`src/rtl/ram_arbiter_pkg.sv`:
```
// rtl/ram_arbiter_pkg.sv - shared types and default widths for the RAM arbiter
package ram_arbiter_pkg;

    localparam int DEF_WORD_W = 8;
    localparam int DEF_OP_W   = 3;

    typedef enum logic [1:0] {
        IDLE   = 2'd0,
        SETUP  = 2'd1,
        ACCESS = 2'd2,
        DONE   = 2'd3
    } state_t;

    typedef enum logic {
        CPU = 1'b0,
        LDR = 1'b1
    } requester_t;

endpackage

```
`src/rtl/ram_arbiter_rr_pick.sv`:
```
// rtl/ram_arbiter_rr_pick.sv - two-way round-robin selection between CPU and loader
module rr_pick
    import ram_arbiter_pkg::*;
(
    input  logic       cpu_req,
    input  logic       ldr_req,
    input  requester_t last_grant,
    output requester_t grant
);

    // On a tie the requester that did not win last time goes first.
    always_comb begin
        grant = CPU;
        if (cpu_req && ldr_req) begin
            grant = (last_grant == CPU) ? LDR : CPU;
        end else if (ldr_req) begin
            grant = LDR;
        end
    end

endmodule

```
`src/rtl/ram_arbiter.sv`:
```
// rtl/ram_arbiter.sv - shares one async SRAM between CPU and loader with a 4-cycle access FSM
module ram_arbiter
    import ram_arbiter_pkg::*;
#(
    parameter int WORD_W = DEF_WORD_W,
    parameter int OP_W   = DEF_OP_W,
    parameter int ADDR_W = WORD_W - OP_W
) (
    input  logic              clock,
    input  logic              n_reset,
    input  logic              cpu_req,
    input  logic              cpu_we,
    input  logic [ADDR_W-1:0] cpu_addr,
    input  logic [WORD_W-1:0] cpu_wdata,
    output logic              cpu_ack,
    output logic [WORD_W-1:0] cpu_rdata,
    input  logic              ldr_req,
    input  logic              ldr_we,
    input  logic [ADDR_W-1:0] ldr_addr,
    input  logic [WORD_W-1:0] ldr_wdata,
    output logic              ldr_ack,
    output logic [WORD_W-1:0] ldr_rdata,
    output logic              RAM_NCE,
    output logic              RAM_NOE,
    output logic              RAM_NWE,
    output logic [ADDR_W-1:0] ram_addr,
    output logic [WORD_W-1:0] ram_dout,
    output logic              ram_dout_en,
    input  logic [WORD_W-1:0] ram_din,
    output logic              busy
);

    state_t            state;
    state_t            state_nxt;
    requester_t        grant;
    requester_t        last_grant;
    requester_t        pick;
    logic              any_req;
    logic              lat_we;
    logic [ADDR_W-1:0] lat_addr;
    logic [WORD_W-1:0] lat_wdata;

    assign any_req = cpu_req | ldr_req;

    rr_pick u_rr_pick (
        .cpu_req    (cpu_req),
        .ldr_req    (ldr_req),
        .last_grant (last_grant),
        .grant      (pick)
    );

    always_ff @(posedge clock or negedge n_reset) begin
        if (!n_reset) begin
            state <= IDLE;
        end else begin
            state <= state_nxt;
        end
    end

    // Next state plus strobe decode; strobes depend only on state and latched
    // registers so nothing on the RAM side follows the request inputs.
    always_comb begin
        state_nxt   = state;
        RAM_NCE     = 1'b1;
        RAM_NOE     = 1'b1;
        RAM_NWE     = 1'b1;
        ram_dout_en = 1'b0;
        cpu_ack     = 1'b0;
        ldr_ack     = 1'b0;
        busy        = 1'b1;
        case (state)
            IDLE: begin
                busy = 1'b0;
                if (any_req) begin
                    state_nxt = SETUP;
                end
            end
            SETUP: begin
                RAM_NCE     = 1'b0;
                ram_dout_en = lat_we;
                state_nxt   = ACCESS;
            end
            ACCESS: begin
                RAM_NCE     = 1'b0;
                RAM_NOE     = lat_we;
                RAM_NWE     = ~lat_we;
                ram_dout_en = lat_we;
                state_nxt   = DONE;
            end
            DONE: begin
                ram_dout_en = lat_we;
                cpu_ack     = (grant == CPU);
                ldr_ack     = (grant == LDR);
                state_nxt   = IDLE;
            end
            default: begin
                state_nxt = IDLE;
            end
        endcase
    end

    always_ff @(posedge clock or negedge n_reset) begin
        if (!n_reset) begin
            grant      <= CPU;
            last_grant <= LDR;
            lat_we     <= 1'b0;
            lat_addr   <= '0;
            lat_wdata  <= '0;
            cpu_rdata  <= '0;
            ldr_rdata  <= '0;
        end else begin
            if (state == IDLE && any_req) begin
                grant      <= pick;
                last_grant <= pick;
                lat_we     <= (pick == CPU) ? cpu_we    : ldr_we;
                lat_addr   <= (pick == CPU) ? cpu_addr  : ldr_addr;
                lat_wdata  <= (pick == CPU) ? cpu_wdata : ldr_wdata;
            end
            // Read data is sampled as OE is released, at the end of ACCESS.
            if (state == ACCESS && !lat_we) begin
                if (grant == CPU) begin
                    cpu_rdata <= ram_din;
                end else begin
                    ldr_rdata <= ram_din;
                end
            end
        end
    end

    assign ram_addr = lat_addr;
    assign ram_dout = lat_wdata;

endmodule

```
`config.mk`:
```
export PLATFORM = sky130hd
export DESIGN_NAME = ram_arbiter
export DESIGN_NICKNAME = d
export VERILOG_FILES = /design/src/rtl/ram_arbiter_pkg.sv /design/src/rtl/ram_arbiter_rr_pick.sv /design/src/rtl/ram_arbiter.sv
export SDC_FILE = /design/constraint.sdc
export NUM_CORES = 1
export LEC_CHECK = 0
export CORE_MARGIN = 2
export CORE_UTILIZATION = 43
export CTS_CLUSTER_DIAMETER = 200
export DETAILED_ROUTE_END_ITERATION = 6
export PLACE_DENSITY_LB_ADDON = 0.08
export RECOVER_POWER = 25
export SLEW_MARGIN = 0
export SYNTH_ARGS = -nofsm -noshare
export SYNTH_HDL_FRONTEND = slang
export SYNTH_SLANG_ARGS = --single-unit
export TNS_END_PERCENT = 50
```
`constraint.sdc`:
```
create_clock -name clock -period 2.65 [get_ports clock]
set_input_delay 0.265 -clock clock [delete_from_list [all_inputs] [get_ports clock]]
set_output_delay 0.265 -clock clock [all_outputs]
set_load 0.005 [all_outputs]
```
Word level (Yosys, flattened, before mapping)

Index checks and enable logic that the tools add are counted.

Equal/unequal tests: 4
Mux-type cells: 15
Bitwise operators: 3
Reduce and logical (&&, ||, !) cells: 9

Operators with widths:

| operator                                                        | count |
|---|---|
| 1-bit 2-to-1 mux                                                | 11 |
| 8-bit 2-to-1 mux                                                | 1 |
| 2-bit case mux with 4 select lines                              | 1 |
| 5-bit 2-to-1 mux                                                | 1 |
| 2-bit == test, second input constant                            | 2 |
| 2-bit AND reduction                                             | 2 |
| 1-bit logical AND                                               | 3 |
| 3-bit OR reduction                                              | 1 |
| 2-bit by 1-bit == test with 1-bit output, second input constant | 1 |
| 2-bit zero test                                                 | 1 |
| 2-bit 2-to-1 mux                                                | 1 |
| 2-bit inequality test, second input constant                    | 1 |
| 1-bit inverter                                                  | 2 |
| 2-bit OR reduction                                              | 1 |
| 1-bit zero test                                                 | 1 |
| 1-bit OR                                                        | 1 |

Register bits: 34
Input port bits: 40
Output and inout bits: 36
Word-level logic and storage cells: 39

Depth between registers and ports, before layout

Gate-level depths: netlist of run 1.

Depth after elaboration: 3
Mapped depth: 6
Gate-level depth less buffers: 5

Cells and area by module

From an unflattened synthesis of run 1, not the netlist that was laid out.

Cells, all modules: 105
Area total of the unflattened synthesis: 1614.0 µm²

By module, submodules not included:

| module      | times used | cells an instance | area an instance (µm²) | sequential area each (µm²) |
|---|---|---|---|---|
| ram_arbiter | 1          | 104               | 1602.8                 | 852.1 |
| rr_pick     | 1          | 1                 | 11.3                   | 0.0 |

Least setup slack after synthesis of run 1

Ideal clock, no wire load.

Kind: register -> register
Start point: reg state[0]
End point: reg cpu_rdata[0]
Setup time: 0.125 ns
Arrival: 1.341 ns
Data required time: 2.525 ns
Setup slack: 1.184 ns
Cell stages (with the launch flop): 6
Buffers on the path: 0
Clock period less this slack: 1.466 ns
Cell sequence: dfrtp_1 > inv_1 > ha_1 > nand2b_1 > nor2_4 > mux2_2

Longest elaborated chain between the ends: 3

Ends and longest elaborated chain:

| item                          | RTL line           | text |
|---|---|---|
| start, declared               | ram_arbiter.sv:33  | `state_t state;` |
| start signal, assigned        | ram_arbiter.sv:56  | `state <= state_nxt;` |
| 2-bit == test                 | ram_arbiter.sv:120 | `if (state == ACCESS && !lat_we) begin` |
| 1-bit logical AND             | ram_arbiter.sv:120 |  |
| 2-bit AND reduction (no line) | n/a                |  |
| end signal, assigned          | ram_arbiter.sv:122 | `cpu_rdata <= ram_din;` |
| end, declared                 | ram_arbiter.sv:16  | `output logic [WORD_W-1:0] cpu_rdata,` |

Every way passes these cells.
A chain may end at the register's enable or synchronous reset.

Worst setup path after layout of run 1

Start point: reg state[0]
End point: out RAM_NOE

Longest elaborated chain between the ends: 2

Ends and longest elaborated chain:

| item             | RTL line          | text |
|---|---|---|
| 2-bit == test    | ram_arbiter.sv:71 | `case (state)` |
| 1-bit 2-to-1 mux | ram_arbiter.sv:71 |  |
| end, declared    | ram_arbiter.sv:24 | `output logic RAM_NOE,` |

Every way passes these cells.

==> results.yml, run 1 <==
yosys:
  synth_top_area_frac: 0.545
  synth_most_common_cell: "dfrtp_1"
  synth.top_cells.by_count: "dfrtp_1 (33), a21oi_1 (30), nand2_1 (17)"
  synth_fp_nets: 182
  synth.avg_cell_area_um2: 11.0
  netlist_area_um2: 1520
  synth_area_leaders: "dfrtp_1 (54%), mux2_2 (12%), a21oi_1 (9.9%)"
  synth_edf_count: 0
  synth_area_leader_cell: "dfrtp_1"
  yosys_most_used_dff: "dfrtp_1"
  synthDistinctLibCells: 24
  ys_seq_area_frac: 0.562
  ys_ff_latch: 34
  synth-async-reset-ratio: 1.00
  synth_cells: 138
  yosysWarnings: 0
timing:
  fmax_mhz: 501
  finalCriticalPeriod_ns: 2.00
  setup_violations: 0
  grt_setup_unrepaired: "false"
  fin_crit_sh: 0.754
  max_slew_margin: -0.179
  drv_slew: 35
  finalHoldViolCount: 0
  skew_ns: 0.00361
  setup_ws_ns: 0.653
  worst_slew_pin_slew_ns: 1.77
  setup_tns_ns: 0
run_status:
  violations: "max-capacitance violations, max-slew violations"
  run_status: "finished, violations left"
pwr:
  seqPwrFrac: 0.367
  leakage_nw: 1.01
  cellInternalPower_mw: 1.78
  p_per_area_nw_per_um2: 1090
  clock_power_share: 0.142
  p_sw_uw: 818
  comb_power_share: 0.491
  swShare: 0.315
  ir_worst_vdd_mv: 0.547
place:
  port_buffers: 75
  dp_hpwl_um: 2740
  dp.cells: 256
  place_area_um2: 2300
  place.gp.congestion: 0.671
  pre_cts_ws_ns: 0.850
grt:
  grt_pass1_wl_um: 6070
  grt-ovfl-total: 0
  grt_usage: 0.198
  first_global_vias: 1342
  antenna_found_initial: 0
  grt_max_degree: 35
layout:
  antenna_cells: 0
  final_area_um2: 2370
  fin_nets: 261
  fillers: 276
  fin_cells: 264
  drive_gt1_frac: 0.138
  final_util: 0.706
  syn2layout_area_growth_pct: 56.6
drt:
  vias: 1312
  first_iter_violations: 60
  drc: 0
  postRouteWirelength_um: 3710
  via_per_inst: 4.97
  ant_nets: 0
  firstDrtPassIters: 4
  wire_per_inst_um: 14.1
setup_path:
  arrival_ns: 1.73
  worstPathCellList: "inv_1 > ha_1 > nand2b_1 > clkdlybuf4s50_1"
  cp_slowest_cell: "clkdlybuf4s50_1"
  cp-start-kind: "flip-flop"
  end_kind: "output port"
  worstPathRequired_ns: 2.38
  worstPathMaxFanout: 4
  slowest_delay_ns: 0.54
  path_class: "reg -> out"
clock_network:
  clock-sinks: 34
  numCtsBuffers: 5
  post_cts_resized: 0
  cts-root-buf: "clkbuf_4"
  path_clk_slew_ns: 0.10
  clock_path_buffers: 2
  cts_tree: "done"
  cts_max_level: 2
  clock_latency_ns: 0.33
  postCtsSetupBuffers: 0
  hold_buffers: 0
floorplanning:
  die_area_um2: 4020
  die_x_um: 63.4
  fp.coreArea_um2: 3360
  rows: 21
  die_h_um: 63.4
  start_util: 0.451
  ioPinCount: 76
flow_run:
  cap_violations: 1
min_path:
  hp-class: "in -> reg"
## layout by cell type, fill, tap and decap left out, types with 2 or more instances in the layout
cell type        instances
a21oi_1                 30
clkbuf_4                 5
clkdlybuf4s50_1         74
clkinv_2                 2
dfrtp_1                 33
ha_1                     4
inv_1                    4
mux2_2                  16
nand2_1                 17
nor2_1                  14
nor2b_1                  2
o21ai_0                  2
## state kept, by name, summed over array words and instances, names as in the netlist
register and flops:
grant 1, state 2, cpu_rdata 8, last_grant 1
lat_we 1, ram_addr 5, ldr_rdata 8, ram_dout 8
## worst max-delay path, delay by kind of cell (launching register included)
kind	cells	cell delay, ns
fa+ha+maj	1	0.26
buf+inv	2	0.62
flops	1	0.36
simple gates	1	0.15
## cells by family after synthesis
logic type,Yosys count,synth area share
DFF,34,0.562
buffers and inverters,8,0.0305
AOI/OAI and AO/OA,37,0.139
muxes,16,0.119
and+or+nand+nor,39,0.116
adders and majority gates,4,0.0330
## through the flow
step	power (mW)	hold WS (ns)
after floorplan	1.51	-0.0306
after global placement	2.19	0.486
after detailed placement	2.25	0.492
after CTS	2.63	0.335
after global routing	2.79	0.460
final	2.60	0.455
## metal layers
layer / vias up / routed length, um / GRT usage / share of wire
li1: 627 / - / - / -
met1: 618 / 1440 / 0.227 / 0.39
met2: 60 / 1910 / 0.339 / 0.52
met3: 7 / 306 / 0.0643 / 0.082
met4: 0 / 56 / 0.0815 / 0.015
met5: - / 0 / 0 / 0
## power by group through the flow
stage / clock network, mW / registers [mW] / logic, mW
finish: 0.369 / 0.952 / 1.27
global route: 0.408 / 0.990 / 1.39
CTS: 0.378 / 0.953 / 1.30
detailed placement: 0 / 0.962 / 1.29
global placement: 0 / 0.950 / 1.24
floorplan: 0 / 0.965 / 0.541
## path summary, 6_finish.rpt
check / slack, ns / to / startpoint / cells after the start
worst min-delay path: 0.46 / ram_addr[4] / cpu_addr[4] / 3
worst min register to register: 0.51 / ldr_rdata[0] / ldr_rdata[0] / 1
min in group asynchronous: 0.93 / ldr_rdata[5] / n_reset / 2
worst max-delay path: 0.65 / RAM_NOE / state[0] / 4
max in group asynchronous: 0.71 / ram_dout[6] / n_reset / 2
worst max register to register: 0.99 / ram_dout[5] / state[0] / 5
## cell type report
type	instances	area (um2)	area share
flip-flops and latches	34	852	0.359
repair buffers	76	754	0.318
multi-input cells	96	618	0.260
well taps	46	57.6	0.0242
clock inverters	3	40.0	0.0169
clock buffers	5	37.5	0.0158
inverters	4	15.0	0.00632
(Power assumes the default switching activity.)
==> run 2, diff against run 1 <==
Settings changed: CORE_UTILIZATION 43 to 36.
Clock period 2.65 ns to 1.7 ns, I/O delays scaled along.
==> run 2 against run 1 <==
Against the previous run: the flow now finishes without violations; register-to-register slack worse by 0.87 ns; sequential power up 57%; global-route usage down 3.6 points; clock skew up 0.0016 ns; non-clock buffer count up 5; first-iteration DRC count up 18%; utilization down 8.9 points; critical path type unchanged.
==> results.yml, run 2 (synthesis gave the netlist of run 1 again) <==
run_status:
  run_status: "complete, no violations"
clock_network:
  clock_latency_ns: 0.28
  numCtsBuffers: 5
  cts_max_level: 2
  path_clk_slew_ns: 0.07
  cts-root-buf: "clkbuf_8"
  clock-sinks: 34
  cts_tree: "done"
  clock_path_buffers: 2
setup_path:
  crit_buf_inv: 1
  path_class: "reg -> out"
  worstPathRequired_ns: 1.53
  slowest_delay_ns: 0.50
  end_kind: "output port"
  cp-start-kind: "flip-flop"
  worstPathCellList: "ha_4 > nand2_1 > clkdlybuf4s50_1"
  worstPathMaxFanout: 4
  arrival_ns: 1.47
  cp_slowest_cell: "clkdlybuf4s50_1"
  cp_top_family: "buffers and inverters"
drt:
  via_per_inst: 4.76
  wire_per_inst_um: 13.5
  drc: 0
  first_iter_violations: 71
  firstDrtPassIters: 4
  vias: 1296
  postRouteWirelength_um: 3680
  ant_nets: 0
place:
  dp.cells: 263
  port_buffers: 75
  place.gp.congestion: 0.721
  dp_hpwl_um: 2800
  place_area_um2: 2330
timing:
  max_slew_margin: 0.456
  fmax_mhz: 608
  skew_ns: 0.00517
  fin_crit_sh: 0.967
  worst_slew_pin_slew_ns: 0.816
  hold_ws_ns: 0.250
  drv_slew: 0
  grt_setup_unrepaired: "false"
  finalCriticalPeriod_ns: 1.64
  finalHoldViolCount: 0
  setup_violations: 0
layout:
  layout_common_cells: "clkdlybuf4s50_1 (68), dfrtp_1 (33), a21oi_1 (30), nand2_1 (17), mux2_2 (16)"
  syn2layout_area_growth_pct: 63.9
  fin_nets: 266
  antenna_cells: 0
  drive_gt1_frac: 0.167
  final_util: 0.617
  fin_cells: 272
  final_area_um2: 2480
  final_common_cell: "clkdlybuf4s50_1"
pwr:
  ir_worst_vdd_mv: 0.847
  p_sw_mw: 1.29
  p_total_mw: 4.27
  clock_power_share: 0.173
  seqPwrFrac: 0.350
  swShare: 0.302
  cellInternalPower_mw: 2.98
  comb_power_share: 0.478
  p_per_area_nw_per_um2: 1720
  leakage_nw: 1.09
floorplanning:
  ioPinCount: 76
  die_x_um: 68.9
  fp.coreArea_um2: 4030
  die_area_um2: 4750
  rows: 23
  die_h_um: 68.9
  start_util: 0.376
grt:
  first_global_vias: 1243
  grt-ovfl-total: 0
  grt_usage: 0.163
  grt_max_degree: 17
  grt_pass1_wl_um: 5590
  antenna_found_initial: 0
min_path:
  hp-class: "in -> async"
flow_run:
  cap_violations: 0
## run 2: cell count changes in the layout (fill, tap and decap cells not counted), sizes merged
cell / previous run / this run
clkdlybuf4s50: 74 / 68
clkinv: 2 / 0
dlymetal6s2s: 0 / 5
buf: 0 / 4
dlygate4sd2: 0 / 1
clkbuf: 6 / 8
## run 2: worst reg2reg max path, cell delays in order, from the launching register on
cell and delay (ns):
dfrtp_1 0.39, inv_2 0.13, ha_4 0.17, nand2b_1 0.07, buf_4 0.14, nor2_4 0.21, mux2_2 0.37
## run 2: worst paths after layout
| path | cells past startpoint | to | start | slack [ns] |
|---|---|---|---|---|
| max in group asynchronous | 2 | cpu_rdata[1] | n_reset | 0.38 |
| setup / recovery | 3 | RAM_NWE | state[1] | 0.06 |
| setup reg to reg | 6 | cpu_rdata[5] | state[0] | 0.12 |
| hold reg to reg | 1 | ldr_rdata[4] | ldr_rdata[4] | 0.50 |
| min in group clock | 3 | ram_addr[0] | cpu_addr[0] | 0.43 |
| hold / removal | 1 | ram_dout[4] | n_reset | 0.25 |
## run 2: final cells by class
type / count / area [um2]
fill: 325 / 1540
clock inverter: 1 / 30.0
sequential: 34 / 852
tap: 50 / 62.6
timing repair buffer: 81 / 800
inverter: 4 / 15.0
multi-input combinational: 96 / 643
clock buffer: 6 / 82.6
## run 2: metal layers
metal | share of wire | wire [um] | track usage
met5 | 0 | 0 | 0
met4 | 0.010 | 38 | 0.0515
met3 | 0.074 | 271 | 0.0633
met2 | 0.49 | 1820 | 0.279
met1 | 0.42 | 1560 | 0.186
## run 2: what timing repair did
| action | in CTS | in global routing |
|---|---|---|
| hold buffers | 0 | 0 |
| setup buffers | 1 | 1 |
| resized for setup | 4 | 8 |
| endpoints found under the setup margin | 5 | 14 |
## run 2: power by group through the flow
stage / Combinational [mW] / Clock (mW) / Sequential [mW]
floorplan: 0.844 / 0 / 1.50
CTS: 2.04 / 0.762 / 1.50
global placement: 1.98 / 0 / 1.48
finish: 2.04 / 0.737 / 1.49
global route: 2.24 / 0.804 / 1.56
detailed placement: 2.03 / 0 / 1.50
## run 2: per-stage QoR
| stage | setup TNS, ns | setup slack [ns] |
|---|---|---|
| global route | 0 | 0.00364 |
| CTS | -0.165 | -0.0620 |
| detailed placement | 0 | 0.111 |
| floorplan | 0 | 0.234 |
| finish | 0 | 0.0561 |
| global placement | 0 | 0.180 |
